**src/rtl/issue_scoreboard.sv**
```systemverilog
// issue_scoreboard: issue controller between the decoder and the execute stage.
// Tracks registers that have writes in flight and stalls RAW/WAW hazards. It also
// serialises the single non-pipelined F unit and holds each issued operation in a
// one-entry valid/ready output slot.
// Optional feature: define ISSUE_STALL_CNT_EN to add a saturating stall_cnt output.
module issue_scoreboard #(
    parameter int NREG  = 32,
    parameter int CNT_W = 16
) (
    input  logic            clk,
    input  logic            rst_n,
    input  logic            in_valid,
    output logic            in_ready,
    input  logic [4:0]      rs1,
    input  logic [4:0]      rs2,
    input  logic [4:0]      rd,
    input  logic            f_en,
    output logic            out_valid,
    input  logic            out_ready,
    output logic [4:0]      out_rd,
    output logic            out_f,
    input  logic            wb_valid,
    input  logic [4:0]      wb_rd,
    input  logic            wb_f,
    input  logic            flush,
    output logic [NREG-1:0] pending,
`ifdef ISSUE_STALL_CNT_EN
    output logic [CNT_W-1:0] stall_cnt,
`endif
    output logic            stall
);

    typedef enum logic [1:0] {
        IDLE  = 2'd0,
        RUN   = 2'd1,
        STALL = 2'd2,
        FLUSH = 2'd3
    } state_t;

    state_t          state_reg;
    state_t          state_next;
    logic            stall_reg;
    logic            out_valid_reg;
    logic [4:0]      out_rd_reg;
    logic            out_f_reg;
    logic            f_busy_reg;
    logic            f_busy_next;
    logic [NREG-1:0] pending_reg;
    logic [NREG-1:0] pending_next;
    logic [NREG-1:0] eff_pending;
    logic            hazard;
    logic            f_block;
    logic            accept;

    // Per-register view: the writeback clear is visible in the same cycle, an accept
    // of the same rd wins over that clear, and register 0 is never tracked.
    genvar gi;
    generate
        for (gi = 0; gi < NREG; gi++) begin : g_pend
            if (gi == 0) begin : g_zero
                assign eff_pending[gi]  = 1'b0;
                assign pending_next[gi] = 1'b0;
            end else begin : g_reg
                assign eff_pending[gi]  = pending_reg[gi] & ~(wb_valid && (wb_rd == 5'(gi)));
                assign pending_next[gi] = flush ? 1'b0
                                        : (accept && (rd == 5'(gi))) ? 1'b1
                                        : eff_pending[gi];
            end
        end
    endgenerate

    assign hazard   = eff_pending[rs1] | eff_pending[rs2] | eff_pending[rd];
    // An F writeback in this cycle frees the unit for an F op accepted in the same cycle.
    assign f_block  = f_en & f_busy_reg & ~(wb_valid & wb_f);
    assign in_ready = (state_reg != FLUSH) & ~flush & (~out_valid_reg | out_ready)
                    & ~hazard & ~f_block;
    assign accept   = in_valid & in_ready;

    // An accept re-arms f_busy even if an F writeback clears it in the same cycle.
    always_comb begin
        f_busy_next = f_busy_reg;
        if (flush)
            f_busy_next = 1'b0;
        else if (accept && f_en)
            f_busy_next = 1'b1;
        else if (wb_valid && wb_f)
            f_busy_next = 1'b0;
    end

    // Next-state logic for the issue FSM; flush overrides every state.
    always_comb begin
        state_next = state_reg;
        if (flush) begin
            state_next = FLUSH;
        end else begin
            case (state_reg)
                IDLE:    if (in_valid) state_next = RUN;
                RUN:     if (!in_valid) state_next = IDLE;
                         else if (!in_ready) state_next = STALL;
                STALL:   if (!in_valid) state_next = IDLE;
                         else if (in_ready) state_next = RUN;
                FLUSH:   state_next = IDLE;
                default: state_next = IDLE;
            endcase
        end
    end

    // FSM state and registered stall flag, which tracks the state it will be in.
    always_ff @(posedge clk) begin
        if (!rst_n) begin
            state_reg <= IDLE;
            stall_reg <= 1'b0;
        end else begin
            state_reg <= state_next;
            stall_reg <= (state_next == STALL);
        end
    end

    // Output slot, scoreboard vector and F-unit busy flag.
    always_ff @(posedge clk) begin
        if (!rst_n) begin
            out_valid_reg <= 1'b0;
            out_rd_reg    <= '0;
            out_f_reg     <= 1'b0;
            pending_reg   <= '0;
            f_busy_reg    <= 1'b0;
        end else begin
            pending_reg <= pending_next;
            f_busy_reg  <= f_busy_next;
            if (flush) begin
                out_valid_reg <= 1'b0;
            end else if (accept) begin
                out_valid_reg <= 1'b1;
                out_rd_reg    <= rd;
                out_f_reg     <= f_en;
            end else if (out_ready) begin
                out_valid_reg <= 1'b0;
            end
        end
    end

`ifdef ISSUE_STALL_CNT_EN
    logic [CNT_W-1:0] stall_cnt_reg;

    // Saturating count of cycles an instruction waited; survives flush.
    always_ff @(posedge clk) begin
        if (!rst_n)
            stall_cnt_reg <= '0;
        else if (in_valid && !in_ready && !flush && (stall_cnt_reg != {CNT_W{1'b1}}))
            stall_cnt_reg <= stall_cnt_reg + 1'b1;
    end

    assign stall_cnt = stall_cnt_reg;
`endif

    assign out_valid = out_valid_reg;
    assign out_rd    = out_rd_reg;
    assign out_f     = out_f_reg;
    assign pending   = pending_reg;
    assign stall     = stall_reg;

endmodule
```
**config.mk**
```make
export PLATFORM = sky130hd
export DESIGN_NAME = issue_scoreboard
export DESIGN_NICKNAME = d
export VERILOG_FILES = /design/src/rtl/issue_scoreboard.sv
export SDC_FILE = /design/constraint.sdc
export NUM_CORES = 1
export LEC_CHECK = 0
export CORE_MARGIN = 4
export CORE_UTILIZATION = 35
export DETAILED_ROUTE_END_ITERATION = 10
export PLACE_DENSITY = 0.66
export SYNTH_ARGS = -nofsm -noshare
export SYNTH_HDL_FRONTEND = slang
export SYNTH_SLANG_ARGS = --single-unit
```
**constraint.sdc**
```tcl
create_clock -name clk -period 8.05 [get_ports clk]
set_input_delay 1.61 -clock clk [delete_from_list [all_inputs] [get_ports clk]]
set_output_delay 1.61 -clock clk [all_outputs]
set_load 0.005 [all_outputs]
```
==> results.json <==
{
  "tritoncts": "done",
  "rsz0062_at_grt": "no",
  "cts_hold_buf": 0,
  "min_period_over_period_pct": 83.9,
  "synth.area.mux_share_pct": 4.99,
  "ir_drop_uv": 77.9,
  "cp_max_fo": 36,
  "cts_sinks": 42,
  "synthSimpleGateAreaFrac_pct": 28.8,
  "ys_ff_latch": 42,
  "syn_nets": 434,
  "drc": 0,
  "hp-start": "out_f$_SDFFE_PN0P_",
  "numPortBuffers": 67,
  "dp_hpwl_um": 8930,
  "cp-startpoint": "wb_rd[3]",
  "min-delay-path-class": "register to register",
  "synth_fa_ha_area_share_pct": 0,
  "clk_latency_ns": 0.30,
  "postCtsSetupBuffers": 0,
  "post_drt_wl_per_cell_um": 21.9,
  "postSynthCellCount": 406,
  "synth.avg_cell_area_um2": 7.53,
  "final-hold-violation-count": 0,
  "skew_ns": 0.00940,
  "clkTransAtPathRegs_ns": 0.08,
  "num-nets-final": 476,
  "synth_top_family_by_area": "compound AO/OA/AOI/OAI gates",
  "start_kind": "input pin",
  "post_cts_resized": 0,
  "status": "completed",
  "power_leakage_nw": 1.21,
  "antenna_found_initial": 0,
  "ys_types": 63,
  "grt_pass1_wl_um": 18700,
  "worstSetupPathType": "input pin to primary output",
  "clock.fmax_ghz": 0.148,
  "antenna_left": 0,
  "r2r-start": "pending[14]$_SDFF_PP0_",
  "vias": 3649,
  "powerDensity_nw_per_um2": 124,
  "die_w_um": 101,
  "ys_seq_area_share_pct": 27.5,
  "worst_pin_slew_ns": 0.923,
  "grt_max_degree": 37,
  "ys_warn_count": 0,
  "ioPinCount": 69,
  "fp.dieArea_um2": 10300,
  "largest_reg_flops": 31,
  "post-synth-top-count-cell": "dfxtp_1",
  "core_area_um2": 8340,
  "netlist_top_cells_count": "42 x dfxtp_1, 37 x nand2_1, 31 x clkbuf_1",
  "syn_area_um2": 3060,
  "synth_edf_count": 0,
  "synthArstFlopShare_pct": 0,
  "area_delta_synth_final_pct": 26.1,
  "cts_inserted_buffers": 5,
  "cts_max_path_buffers": 2,
  "viasPerCell": 6.60,
  "initial_core_util_pct": 36.7,
  "synth_compound_area_share_pct": 31.6,
  "yosys.area_share.xor_xnor_pct": 0.859,
  "slew_headroom_pct": 38.5,
  "synth_top_area_cell": "dfxtp_1",
  "drv_slew": 0,
  "grt_usage_pct": 23.3,
  "fp-row-count": 33,
  "period_minus_slack_ns": 6.75,
  "setup_ws_ns": 1.30,
  "cts_htree_levels": 2,
  "synthFlopType": "dfxtp_1",
  "synth_top_area_share_pct": 27.5,
  "maxCapViolCount": 0,
  "drt-total-wl_um": 12100,
  "rrSetupSlack_ns": 5.59,
  "utilization_pct": 46.2,
  "gp_congestion": 0.983,
  "diodes": 0,
  "die_y_um": 101,
  "first_global_vias": 3389,
  "dpl_worst_slack_ns": 1.46,
  "cp.required_ns": 6.44,
  "drive_above_1_share_pct": 4.69,
  "tns_ns": 0,
  "root_buffer": "clkbuf_8",
  "ys_top_cells_by_area": "dfxtp_1 27%, o22ai_1 5.5%, nand2_1 4.5%",
  "arrival_ns": 5.14,
  "setup_viol": 0,
  "dr.pass1.iters": 5,
  "crit_path_end_kind": "primary output",
  "drt_iter0_markers": 450,
  "gr-total-overflow": 0
}
report_power, final:
| group | internal (W) | switching (W) |
|---|---|---|
| Clock | 0.0000993 | 0.0000718 |
| Sequential | 0.000210 | 0.00000166 |
| Combinational | 0.0000353 | 0.0000595 |
| Total | 0.000345 | 0.000133 |
cells in the final DEF (no fill, tap or decap), drive strengths merged, types with 8 or more instances in the layout:
master | Yosys | layout
o31ai | 8 | 8
or3 | 8 | 8
o211ai | 16 | 16
o21ai | 41 | 41
nand2 | 37 | 37
nor2b | 9 | 9
nand2b | 13 | 13
clkdlybuf4s50 | 0 | 67
nand3 | 23 | 23
dfxtp | 42 | 42
o22ai | 27 | 27
inv | 11 | 11
nand4 | 13 | 13
mux2i | 13 | 13
nor2 | 23 | 23
worst max-delay path, cell delays in order:
cell,delay [ns]
clkdlybuf4s50_1,0.47
nand2b_1,0.56
o21ai_0,0.59
o21ai_0,0.28
o32ai_1,0.31
a31oi_1,0.07
o22ai_1,0.28
nand3_2,0.10
buf_4,0.27
inv_1,0.09
clkdlybuf4s50_1,0.50
cell families after synthesis:
family,count (synthesis)
DFF,42
and+or+nand+nor,158
AOI/OAI and AO/OA,140
xor gates and xnor gates,3
other,1
muxes,15
buffers and inverters,47
metrics by stage:
stage	cells	total power, W	instance area (um^2)	hold WS [ns]
finish	553	0.000478	3860	0.461
global route	553	0.000496	3860	0.482
CTS	553	0.000480	3860	0.466
detailed placement	546	0.000308	3740	0.445
global placement	546	0.000309	3740	0.444
floorplan	406	0.000273	3060	0.451
worst paths after layout:
check	endpoint	cells past startpoint
max reg2reg	out_rd[3]$_SDFFE_PN0P_	8
max	in_ready	11
min reg2reg	out_f$_SDFFE_PN0P_	2
min	out_f$_SDFFE_PN0P_	2
layer usage:
metal / global-route usage [%] / vias to the layer above / wire (um)
li1: - / 1639 / -
met5: 0 / - / 0
met1: 31.2 / 1710 / 4840
met4: 9.92 / 0 / 484
met2: 35.4 / 261 / 5410
met3: 6.27 / 39 / 1390
area by class of cell:
cell class,instances,area (um^2)
fill,852,4480
multi-input combinational,317,2030
sequential,42,841
timing repair buffer,71,701
tap,105,131
clock buffer,6,82.6
inverter,11,41.3
clock inverter,1,30.0
(Power assumes the default switching activity.)
